File: src/rtl/byte_data_memory_if.sv
// Request/response bus for byte_data_memory: one request channel, one held response.
// The slave modport is the memory side; the master modport is the requester side.
interface byte_data_memory_if #(
   parameter int memory_addr_size = 8
);
   logic                        req_valid;
   logic                        req_ready;
   logic                        req_write;
   logic [1:0]                  req_size;
   logic                        req_unsigned;
   logic [memory_addr_size-1:0] req_addr;
   logic [31:0]                 req_wdata;
   logic                        rsp_valid;
   logic                        rsp_ready;
   logic [31:0]                 rsp_data;
   logic                        rsp_error;

   modport slave (
      input  req_valid, req_write, req_size, req_unsigned, req_addr, req_wdata, rsp_ready,
      output req_ready, rsp_valid, rsp_data, rsp_error
   );

   modport master (
      output req_valid, req_write, req_size, req_unsigned, req_addr, req_wdata, rsp_ready,
      input  req_ready, rsp_valid, rsp_data, rsp_error
   );
endinterface

File: src/rtl/byte_data_memory.sv
// Big-endian byte-addressed data memory with a one-cycle request/response handshake.
// Optional alignment checking is enabled by defining DMEM_MISALIGN_CHECK_EN.
module byte_data_memory #(
   parameter int memory_size      = 256,
   parameter int memory_addr_size = 8
) (
   input  logic              clk,
   input  logic              rst,
   byte_data_memory_if.slave bus
);
   localparam int BANK_DEPTH = memory_size / 4;

   typedef enum logic {
      IDLE = 1'b0,
      RESP = 1'b1
   } state_t;

   state_t      r_state;
   state_t      w_state_next;
   logic        w_req_ready;
   logic        w_rsp_valid;
   logic        w_accept;
   logic        w_misalign;
   logic        w_do_write;
   logic [1:0]  w_last_lane;
   logic [7:0]  w_rd_byte [4];

   logic [1:0]  r_base;
   logic [1:0]  r_size;
   logic        r_unsigned;
   logic        r_is_load;
   logic        r_err;

   logic [7:0]  w_b [4];
   logic [31:0] w_load_val;
   logic [31:0] w_rsp_data;

   assign w_req_ready = (r_state == IDLE) || bus.rsp_ready;
   assign w_accept    = bus.req_valid && w_req_ready;

`ifdef DMEM_MISALIGN_CHECK_EN
   assign w_misalign = ((bus.req_size == 2'b01) && bus.req_addr[0]) ||
                       (bus.req_size[1] && (bus.req_addr[1:0] != 2'b00));
`else
   assign w_misalign = 1'b0;
`endif

   assign w_do_write = w_accept && bus.req_write && !w_misalign && !rst;

   // Index of the last byte lane touched, counted from req_addr.
   always_comb begin
      w_last_lane = 2'd3;
      case (bus.req_size)
         2'b00:   w_last_lane = 2'd0;
         2'b01:   w_last_lane = 2'd1;
         default: w_last_lane = 2'd3;
      endcase
   end

   // Bank gi holds every byte whose address is gi mod 4, so any access of up to
   // four consecutive (wrapping) bytes touches each bank at most once.
   generate
      for (genvar gi = 0; gi < 4; gi++) begin : g_bank
         localparam logic [1:0] BANK = 2'(gi);
         logic [1:0]                  w_lane;
         logic [memory_addr_size-1:0] w_byte_addr;
         logic [1:0]                  w_src;
         logic [7:0]                  w_wr_byte;
         logic                        w_we;
         logic [7:0]                  r_mem [0:BANK_DEPTH-1];
         logic [7:0]                  r_rd;

         assign w_lane      = BANK - bus.req_addr[1:0];
         assign w_byte_addr = bus.req_addr + memory_addr_size'(w_lane);
         assign w_src       = w_last_lane - w_lane;
         assign w_wr_byte   = bus.req_wdata[8*w_src +: 8];
         assign w_we        = w_do_write && (w_lane <= w_last_lane);

         always_ff @(posedge clk) begin
            if (w_we) begin
               r_mem[w_byte_addr[memory_addr_size-1:2]] <= w_wr_byte;
            end
            if (w_accept) begin
               r_rd <= r_mem[w_byte_addr[memory_addr_size-1:2]];
            end
         end

         assign w_rd_byte[gi] = r_rd;
      end
   endgenerate

   always_ff @(posedge clk or posedge rst) begin
      if (rst) begin
         r_state    <= IDLE;
         r_base     <= 2'd0;
         r_size     <= 2'd0;
         r_unsigned <= 1'b0;
         r_is_load  <= 1'b0;
         r_err      <= 1'b0;
      end else begin
         r_state <= w_state_next;
         if (w_accept) begin
            r_base     <= bus.req_addr[1:0];
            r_size     <= bus.req_size;
            r_unsigned <= bus.req_unsigned;
            r_is_load  <= !bus.req_write;
            r_err      <= w_misalign;
         end
      end
   end

   always_comb begin
      w_state_next = r_state;
      w_rsp_valid  = 1'b0;
      case (r_state)
         IDLE: begin
            if (w_accept) begin
               w_state_next = RESP;
            end
         end
         RESP: begin
            w_rsp_valid = 1'b1;
            if (w_accept) begin
               w_state_next = RESP;
            end else if (bus.rsp_ready) begin
               w_state_next = IDLE;
            end
         end
         default: w_state_next = IDLE;
      endcase
   end

   // Reorder the registered bank bytes back into address order (w_b[0] = byte at addr).
   always_comb begin
      for (int j = 0; j < 4; j++) begin
         w_b[j] = w_rd_byte[r_base + 2'(j)];
      end
   end

   always_comb begin
      w_load_val = 32'd0;
      case (r_size)
         2'b00:   w_load_val = r_unsigned ? {24'd0, w_b[0]} : {{24{w_b[0][7]}}, w_b[0]};
         2'b01:   w_load_val = r_unsigned ? {16'd0, w_b[0], w_b[1]}
                                          : {{16{w_b[0][7]}}, w_b[0], w_b[1]};
         default: w_load_val = {w_b[0], w_b[1], w_b[2], w_b[3]};
      endcase
   end

   // Gating by state lets the async reset clear the output without resetting the RAM read registers.
   always_comb begin
      w_rsp_data = 32'd0;
      if ((r_state == RESP) && r_is_load && !r_err) begin
         w_rsp_data = w_load_val;
      end
   end

   assign bus.req_ready = w_req_ready;
   assign bus.rsp_valid = w_rsp_valid;
   assign bus.rsp_data  = w_rsp_data;
   assign bus.rsp_error = (r_state == RESP) && r_err;
endmodule

File: src/flat_wrapper.sv
// flat-port wrapper written by rule: the top's interface ports become plain ports
module byte_data_memory_flat 
#(
   parameter int memory_size      = 256,
   parameter int memory_addr_size = 8
)
  (clk, rst, bus_req_valid, bus_req_write, bus_req_size, bus_req_unsigned, bus_req_addr, bus_req_wdata, bus_rsp_ready, bus_req_ready, bus_rsp_valid, bus_rsp_data, bus_rsp_error);
  byte_data_memory_if #(.memory_addr_size(memory_addr_size)) bus_i ();
  input  logic clk;
  input  logic rst;
  input wire logic [$bits(bus_i.req_valid)-1:0] bus_req_valid;
  input wire logic [$bits(bus_i.req_write)-1:0] bus_req_write;
  input wire logic [$bits(bus_i.req_size)-1:0] bus_req_size;
  input wire logic [$bits(bus_i.req_unsigned)-1:0] bus_req_unsigned;
  input wire logic [$bits(bus_i.req_addr)-1:0] bus_req_addr;
  input wire logic [$bits(bus_i.req_wdata)-1:0] bus_req_wdata;
  input wire logic [$bits(bus_i.rsp_ready)-1:0] bus_rsp_ready;
  output wire logic [$bits(bus_i.req_ready)-1:0] bus_req_ready;
  output wire logic [$bits(bus_i.rsp_valid)-1:0] bus_rsp_valid;
  output wire logic [$bits(bus_i.rsp_data)-1:0] bus_rsp_data;
  output wire logic [$bits(bus_i.rsp_error)-1:0] bus_rsp_error;
  assign bus_i.req_valid = bus_req_valid;
  assign bus_i.req_write = bus_req_write;
  assign bus_i.req_size = bus_req_size;
  assign bus_i.req_unsigned = bus_req_unsigned;
  assign bus_i.req_addr = bus_req_addr;
  assign bus_i.req_wdata = bus_req_wdata;
  assign bus_i.rsp_ready = bus_rsp_ready;
  assign bus_req_ready = bus_i.req_ready;
  assign bus_rsp_valid = bus_i.rsp_valid;
  assign bus_rsp_data = bus_i.rsp_data;
  assign bus_rsp_error = bus_i.rsp_error;
  byte_data_memory #(.memory_size(memory_size), .memory_addr_size(memory_addr_size)) u_core (.clk(clk), .rst(rst), .bus(bus_i));
endmodule
File: config.mk
export PLATFORM = sky130hd
export DESIGN_NAME = byte_data_memory_flat
export DESIGN_NICKNAME = d
export VERILOG_FILES = /design/src/rtl/byte_data_memory_if.sv /design/src/rtl/byte_data_memory.sv /design/src/flat_wrapper.sv
export SDC_FILE = /design/constraint.sdc
export NUM_CORES = 2
export LEC_CHECK = 0
export CELL_PAD_IN_SITES_DETAIL_PLACEMENT = 0
export CELL_PAD_IN_SITES_GLOBAL_PLACEMENT = 1
export CORE_UTILIZATION = 55
export DETAILED_ROUTE_END_ITERATION = 8
export PLACE_DENSITY = 0.8
export SLEW_MARGIN = 0
export SYNTH_ARGS = -nofsm -noshare
export SYNTH_HDL_FRONTEND = slang
export SYNTH_SLANG_ARGS = --single-unit
File: constraint.sdc
create_clock -name clk -period 5.05 [get_ports clk]
set_input_delay 0.505 -clock clk [delete_from_list [all_inputs] [get_ports clk]]
set_output_delay 0.505 -clock clk [all_outputs]
set_load 0.005 [all_outputs]
# Word level (Yosys, flattened, before mapping)
# Memory sizes are Yosys's and may differ from the RTL's. A register that Yosys moved wholly into a read port is not among the register bits.
# Index checks and enable logic that the tools add are counted.
# totals
out_inout_bits,35
register_bits,7
ramBits,2048
input_bits,48
n_memories,4
# memory_table
name,depth,width,rd,rd_clocked_by_memory_dff,wr,line,source
u_core.g_bank[0].r_mem,64,8,1,1,1,byte_data_memory.sv:70,logic [7:0] r_mem [0:BANK_DEPTH-1];
u_core.g_bank[1].r_mem,64,8,1,1,1,byte_data_memory.sv:70,
u_core.g_bank[2].r_mem,64,8,1,1,1,byte_data_memory.sv:70,
u_core.g_bank[3].r_mem,64,8,1,1,1,byte_data_memory.sv:70,
# op_classes
n_lt_le_gt_ge,8
n_eq_ne,2
n_reduce_logical,13
muxes,30
add_sub_neg,15
shifts,4
n_bitwise,5
# ops
cell,count
variable part select 32 x 6 -> 8 bit,4
two-way mux 32 bit,3
binary-select mux 8 bit (select 2 bit),4
two-way mux 8 bit,8
case mux 32 bit (2 select lines),1
adder 8 x 2 -> 8 bit,4
">= comparator 3 bit, second input constant",4
two-way mux 1 bit,12
inverter 2 -> 3 bit,4
<= comparator 2 bit,4
logical AND 1 bit,8
subtractor 2 bit,4
"adder 2 bit, second input constant",2
"== test 2 x 1 -> 1 bit, second input constant",2
zero test 2 bit,2
case mux 2 bit (2 select lines),1
"subtractor 1 x 2 -> 2 bit, first input constant",2
"subtractor 2 bit, first input constant",2
"adder 2 x 1 -> 2 bit, second input constant",1
zero test 1 bit,2
case mux 1 bit (2 select lines),1
logical OR 1 bit,1
inverter 1 bit,1

# Logic depth before layout (Yosys ltp)
# logic_depth
word_depth,8
mapped_depth,14
ltp_nobuf,10

# Worst setup path after synthesis
# Ideal clock, no wire load.
# synth_path
path_type,input -> register
start,in bus_req_addr[0]
end,reg u_core.g_bank[2].r_rd[7] (read register of u_core.g_bank[2].r_mem) (data pin)
setup_slack_ns,1.882
path_buffers,3
required_time_ns,4.786
stages,11
arrival_ns,2.905
setup_ns,0.264
path_cell_list,ha_1 -> ha_1 -> buf_2 -> buf_2 -> buf_1 -> mux2i_1 -> o22ai_1 -> a221oi_1 -> o22ai_1 -> nor3_1 -> o31ai_1
# synth_between
elab_chain_len,2
# synth_lines
element,line,source
from (decl),flat_wrapper.sv:15,input wire logic [$bits(bus_i.req_addr)-1:0] bus_req_addr;
subtractor 2 bit,byte_data_memory.sv:73,assign w_lane = BANK - bus.req_addr[1:0];
adder 8 x 2 -> 8 bit (*),byte_data_memory.sv:74,assign w_byte_addr = bus.req_addr + memory_addr_size'(w_lane);
to (decl),byte_data_memory.sv:71,logic [7:0] r_rd;
# Every way passes the cells marked *; elsewhere a longest branch is shown, timed or not.
# A chain may end at the register's enable or synchronous reset.

# Worst setup path in the final report
# layout_path
start,reg u_core.r_base[0]
end,out bus_rsp_data[14]
# layout_between
elab_chain_len,7
elab_cells_between_ends,13
# layout_lines
element,line,source
from (decl),byte_data_memory.sv:28,logic [1:0] r_base;
from (signal assigned),byte_data_memory.sv:103,r_base <= bus.req_addr[1:0];
adder 2 bit or inverter 2 -> 3 bit (tied branches),byte_data_memory.sv:136,w_b[j] = w_rd_byte[r_base + 2'(j)];
inverter 2 -> 3 bit (not written as such) or binary-select mux 8 bit (select 2 bit) (tied branches),byte_data_memory.sv:136,
binary-select mux 8 bit (select 2 bit) or two-way mux 8 bit (tied branches),byte_data_memory.sv:136,
two-way mux 8 bit (not written as such),byte_data_memory.sv:136,
two-way mux 8 bit (not written as such) (tied with other cells),byte_data_memory.sv:136,
case mux 32 bit (2 select lines) (*),byte_data_memory.sv:142,case (r_size)
two-way mux 32 bit (*),byte_data_memory.sv:153,if ((r_state == RESP) && r_is_load && !r_err) begin
to (decl),flat_wrapper.sv:20,output wire logic [$bits(bus_i.rsp_data)-1:0] bus_rsp_data;
# Every way passes the cells marked *; elsewhere a longest branch is shown, timed or not. The select of a mux whose other input is x is not followed.

==> impl_metrics.env <==
export IMPL_top_layer_used="met5"
export IMPL_grt_max_degree=86
export IMPL_fmax_mhz=222.4
export IMPL_area_growth_pct=13.28
export IMPL_cts_buffers=205
export IMPL_syn_area_mm2=0.08436
export IMPL_timing_final_crit_share_pct=89.02
export IMPL_coreArea_mm2=0.1521
export IMPL_ys_types=83
export IMPL_ys_seq_area_share_pct=74.25
export IMPL_switching_share_pct=24.20
export IMPL_io_buffers=81
export IMPL_p_sw_mw=9.372
export IMPL_cp_required_ps=4550
export IMPL_rsz0062_at_grt="false"
export IMPL_cts_resized=0
export IMPL_clock_latency_ps=840
export IMPL_cts_root_buf="clkbuf_16"
export IMPL_holdBufCountCts=0
export IMPL_start_util_pct=55.47
export IMPL_ir_drop_mv=0.3193
export IMPL_finalHoldViolCount=0
export IMPL_startpoint_type="register"
export IMPL_fin_ws_ps=554.3
export IMPL_wl_met3_mm=23.58
export IMPL_wl_per_cell_um=28.35
export IMPL_seqPwrFrac_pct=51.5
export IMPL_pin_count=83
export IMPL_dr_pass1_iters=9
export IMPL_synth_flop_cell="edfxtp_1"
export IMPL_drv_cap=0
export IMPL_grt_antenna_before_repair=10
export IMPL_crit_arrival_ps=3990
export IMPL_max_slew_margin_pct=24.26
export IMPL_cp_max_fo=33
export IMPL_hp_class="input port to async pin"
export IMPL_clk_path_buf_depth=3
export IMPL_synth_cells=5284
export IMPL_tns_ps=0
export IMPL_antenna_left=0
export IMPL_gp_congestion=0.9139
export IMPL_cts_tree="done"
export IMPL_die_w_um=393.6
export IMPL_r2r_setup_slack_ps=1250
export IMPL_post_place_ws_ps=-61.10
export IMPL_dp_hpwl_mm=135.2
export IMPL_met1_length_mm=88.65
export IMPL_reg2reg_depth=7
export IMPL_setup_violations_final=0
export IMPL_cts_setup_buffers=0
export IMPL_nFillCells=10850
export IMPL_crit_type="register to primary output"
export IMPL_layout_drive_gt1_share_pct=13.55
export IMPL_route_met2_wl_mm=100.6
export IMPL_skew_ps=20.46
export IMPL_status="complete, no violations"
export IMPL_synthesis_nets=5346
export IMPL_grt_pass1_wl_mm=319.7
export IMPL_internal_power_mw=29.35
export IMPL_p_clk_share_pct=37.6
export IMPL_finalCriticalPeriod_ps=4496
export IMPL_endpoint_kind="primary output"
export IMPL_final_util_pct=62.83
export IMPL_powerDensity_mw_per_mm2=405.2
export IMPL_drtIter0Drc=6057
export IMPL_grt_ovfl_total=0
export IMPL_rows=143
export IMPL_pwr_share_comb_pct=11.0
export IMPL_cpMaxStageDelayCell="dfrtp_1"
export IMPL_async_flop_share_pct=0.3354
export IMPL_dr_total_vias=49250
export IMPL_p_leak_nw=31.90
export IMPL_avgViaCountPerCell=6.371
export IMPL_synth_enable_flop_cells=2080
export IMPL_yosys_warnings=0
export IMPL_reg2reg_to="u_core.g_bank[1].r_mem[41][0]"
export IMPL_remaining_drc_errors=0
export IMPL_cts_num_sinks=2087
export IMPL_maxSlewViolCount=0
export IMPL_slowest_delay_ps=670
export IMPL_die_h_um=393.6
export IMPL_layout_commonest_cell="edfxtp_1"
export IMPL_cp_top_family="simple AND/OR/NAND/NOR gates"
export IMPL_cts_max_level=4
export IMPL_path_buf_inv=2
export IMPL_r2r_start="u_core.r_state"
export IMPL_die_area_mm2=0.1549
export IMPL_clk_pin_slew_ps=60
export IMPL_wirelength_mm=219.2
export IMPL_postSynthAreaPerCell_um2=15.96
export IMPL_yosys_register_bits=2087
export IMPL_final_cell_mix="edfxtp_1, mux2i_1, nand2_1, nor2_1"
export IMPL_cp_cell_sequence="buf_4 > nand2_1 > o21ai_0 > or3_1 > or2_2 > a21oi_1 > clkdlybuf4s50_1"
export IMPL_grt_pass1_vias=47450
export IMPL_nNetsFinal=5598
export IMPL_track_usage_pct=28.01
export IMPL_multiInputGateArea_mm2=0.02020
export IMPL_worstMarginPinSlew_ps=1122
export IMPL_seqCellArea_mm2=0.06264
[final cells by class]
type                       count  share of cell area (%)
antenna                        2                0.005237
clock buffer                 250                   5.612
clock inverter               120                   1.055
inverter                      13                 0.05106
multi-input combinational   2849                   21.13
sequential                  2087                   65.54
tap                         2030                   2.658
timing repair buffer         380                   3.941
[Yosys cell counts, types with 6 or more instances]
library cell,instances,area [um^2]
nor4_1,49,306.5
a221oi_1,107,937.2
o311ai_0,11,96.34
or4_1,17,127.6
edfxtp_1,2080,62460
mux2i_1,616,6166
ha_1,9,112.6
a211oi_1,18,135.1
buf_2,152,760.7
nor3_1,62,310.3
dfrtp_1,7,175.2
nand3_1,19,95.09
buf_4,26,195.2
mux4_2,81,1824
and2_1,11,68.82
xor2_1,6,52.55
a22oi_1,21,157.7
xnor2_1,12,105.1
a32oi_1,10,87.58
mux2_2,63,709.4
nor2_1,424,1592
o221ai_1,38,332.8
o22ai_1,293,1833
nand2_1,467,1753
nor2b_1,15,93.84
o22a_1,12,105.1
buf_6,11,123.9
a21oi_1,293,1466
buf_1,37,138.9
nand2b_1,19,118.9
clkbuf_1,109,409.1
a22o_1,16,140.1
inv_1,10,37.54
or3_1,11,68.82
o21ai_0,52,260.3
a31oi_1,7,43.79
[registers in the layout, indices dropped and copies added, names as in the netlist]
| signal | cells |
|---|---|
| u_core.r_state | 1 |
| u_core.r_unsigned | 1 |
| u_core.r_is_load | 1 |
| u_core.g_bank.r_mem | 2048 |
| u_core.r_size | 2 |
| u_core.r_base | 2 |
| u_core.g_bank.r_rd | 32 |
[power by group through the flow]
stage | Clock, mW | Sequential, mW | Combinational [mW]
after global placement | 0 | 20.3 | 4.12
after floorplan | 0 | 20.3 | 2.31
after CTS | 14.7 | 19.9 | 4.21
after global routing | 15.3 | 19.9 | 4.47
final | 14.5 | 19.9 | 4.25
after detailed placement | 0 | 20.3 | 4.19
[cell families (layout without fill, tap and decap cells)]
logic type | Yosys count | after routing | synth area share (%)
flip-flops | 2087 | 2087 | 74.25
other | 1 | 3 | 0.004445
adder cells (fa/ha/maj) | 14 | 14 | 0.2522
buffers and inverters | 348 | 763 | 1.988
AND/OR/NAND/NOR | 1114 | 1114 | 5.556
multiplexers | 762 | 762 | 10.36
AO/OA/AOI/OAI | 937 | 937 | 7.333
XOR/XNOR | 21 | 21 | 0.2581
[how the worst max path moves through the flow]
| stage | startpoint | to | slack (ps) | cells after the start |
|---|---|---|---|---|
| after floorplan | bus_req_addr[0] | u_core.g_bank[2].r_rd[7] | 1880 | 11 |
| after global placement | bus_req_addr[1] | u_core.g_bank[2].r_mem[37][5] | 100 | 9 |
| after detailed placement | bus_req_addr[1] | u_core.g_bank[2].r_mem[37][2] | -60 | 9 |
| after CTS | u_core.r_base[0] | bus_rsp_data[8] | 580 | 7 |
| after global routing | u_core.r_base[0] | bus_rsp_data[14] | 340 | 7 |
| final | u_core.r_base[0] | bus_rsp_data[14] | 550 | 7 |
[worst min-delay path: stages]
cell and delay, ps:
clkdlybuf4s50_1 430, inv_1 90, buf_4 210
[metrics by stage]
stage	total power, mW	std cells	hold WS (ps)	cell area [um^2]
after global placement	24.40	7359	466.2	89190
after CTS	38.79	7729	10.05	95560
final	38.72	7731	50.97	95560
after detailed placement	24.48	7359	473.1	89190
after global routing	39.69	7729	59.42	95560
after floorplan	22.56	5284	316.8	84360
[per-layer routing]
| layer | global-route usage [%] | vias to the layer above |
|---|---|---|
| met2 | 42.60 | 2656 |
| met4 | 8.373 | 10 |
| li1 | - | 21310 |
| met1 | 40.82 | 24860 |
| met3 | 6.138 | 416 |
| met5 | 0 | - |
Power figures use the tool's default switching activity.
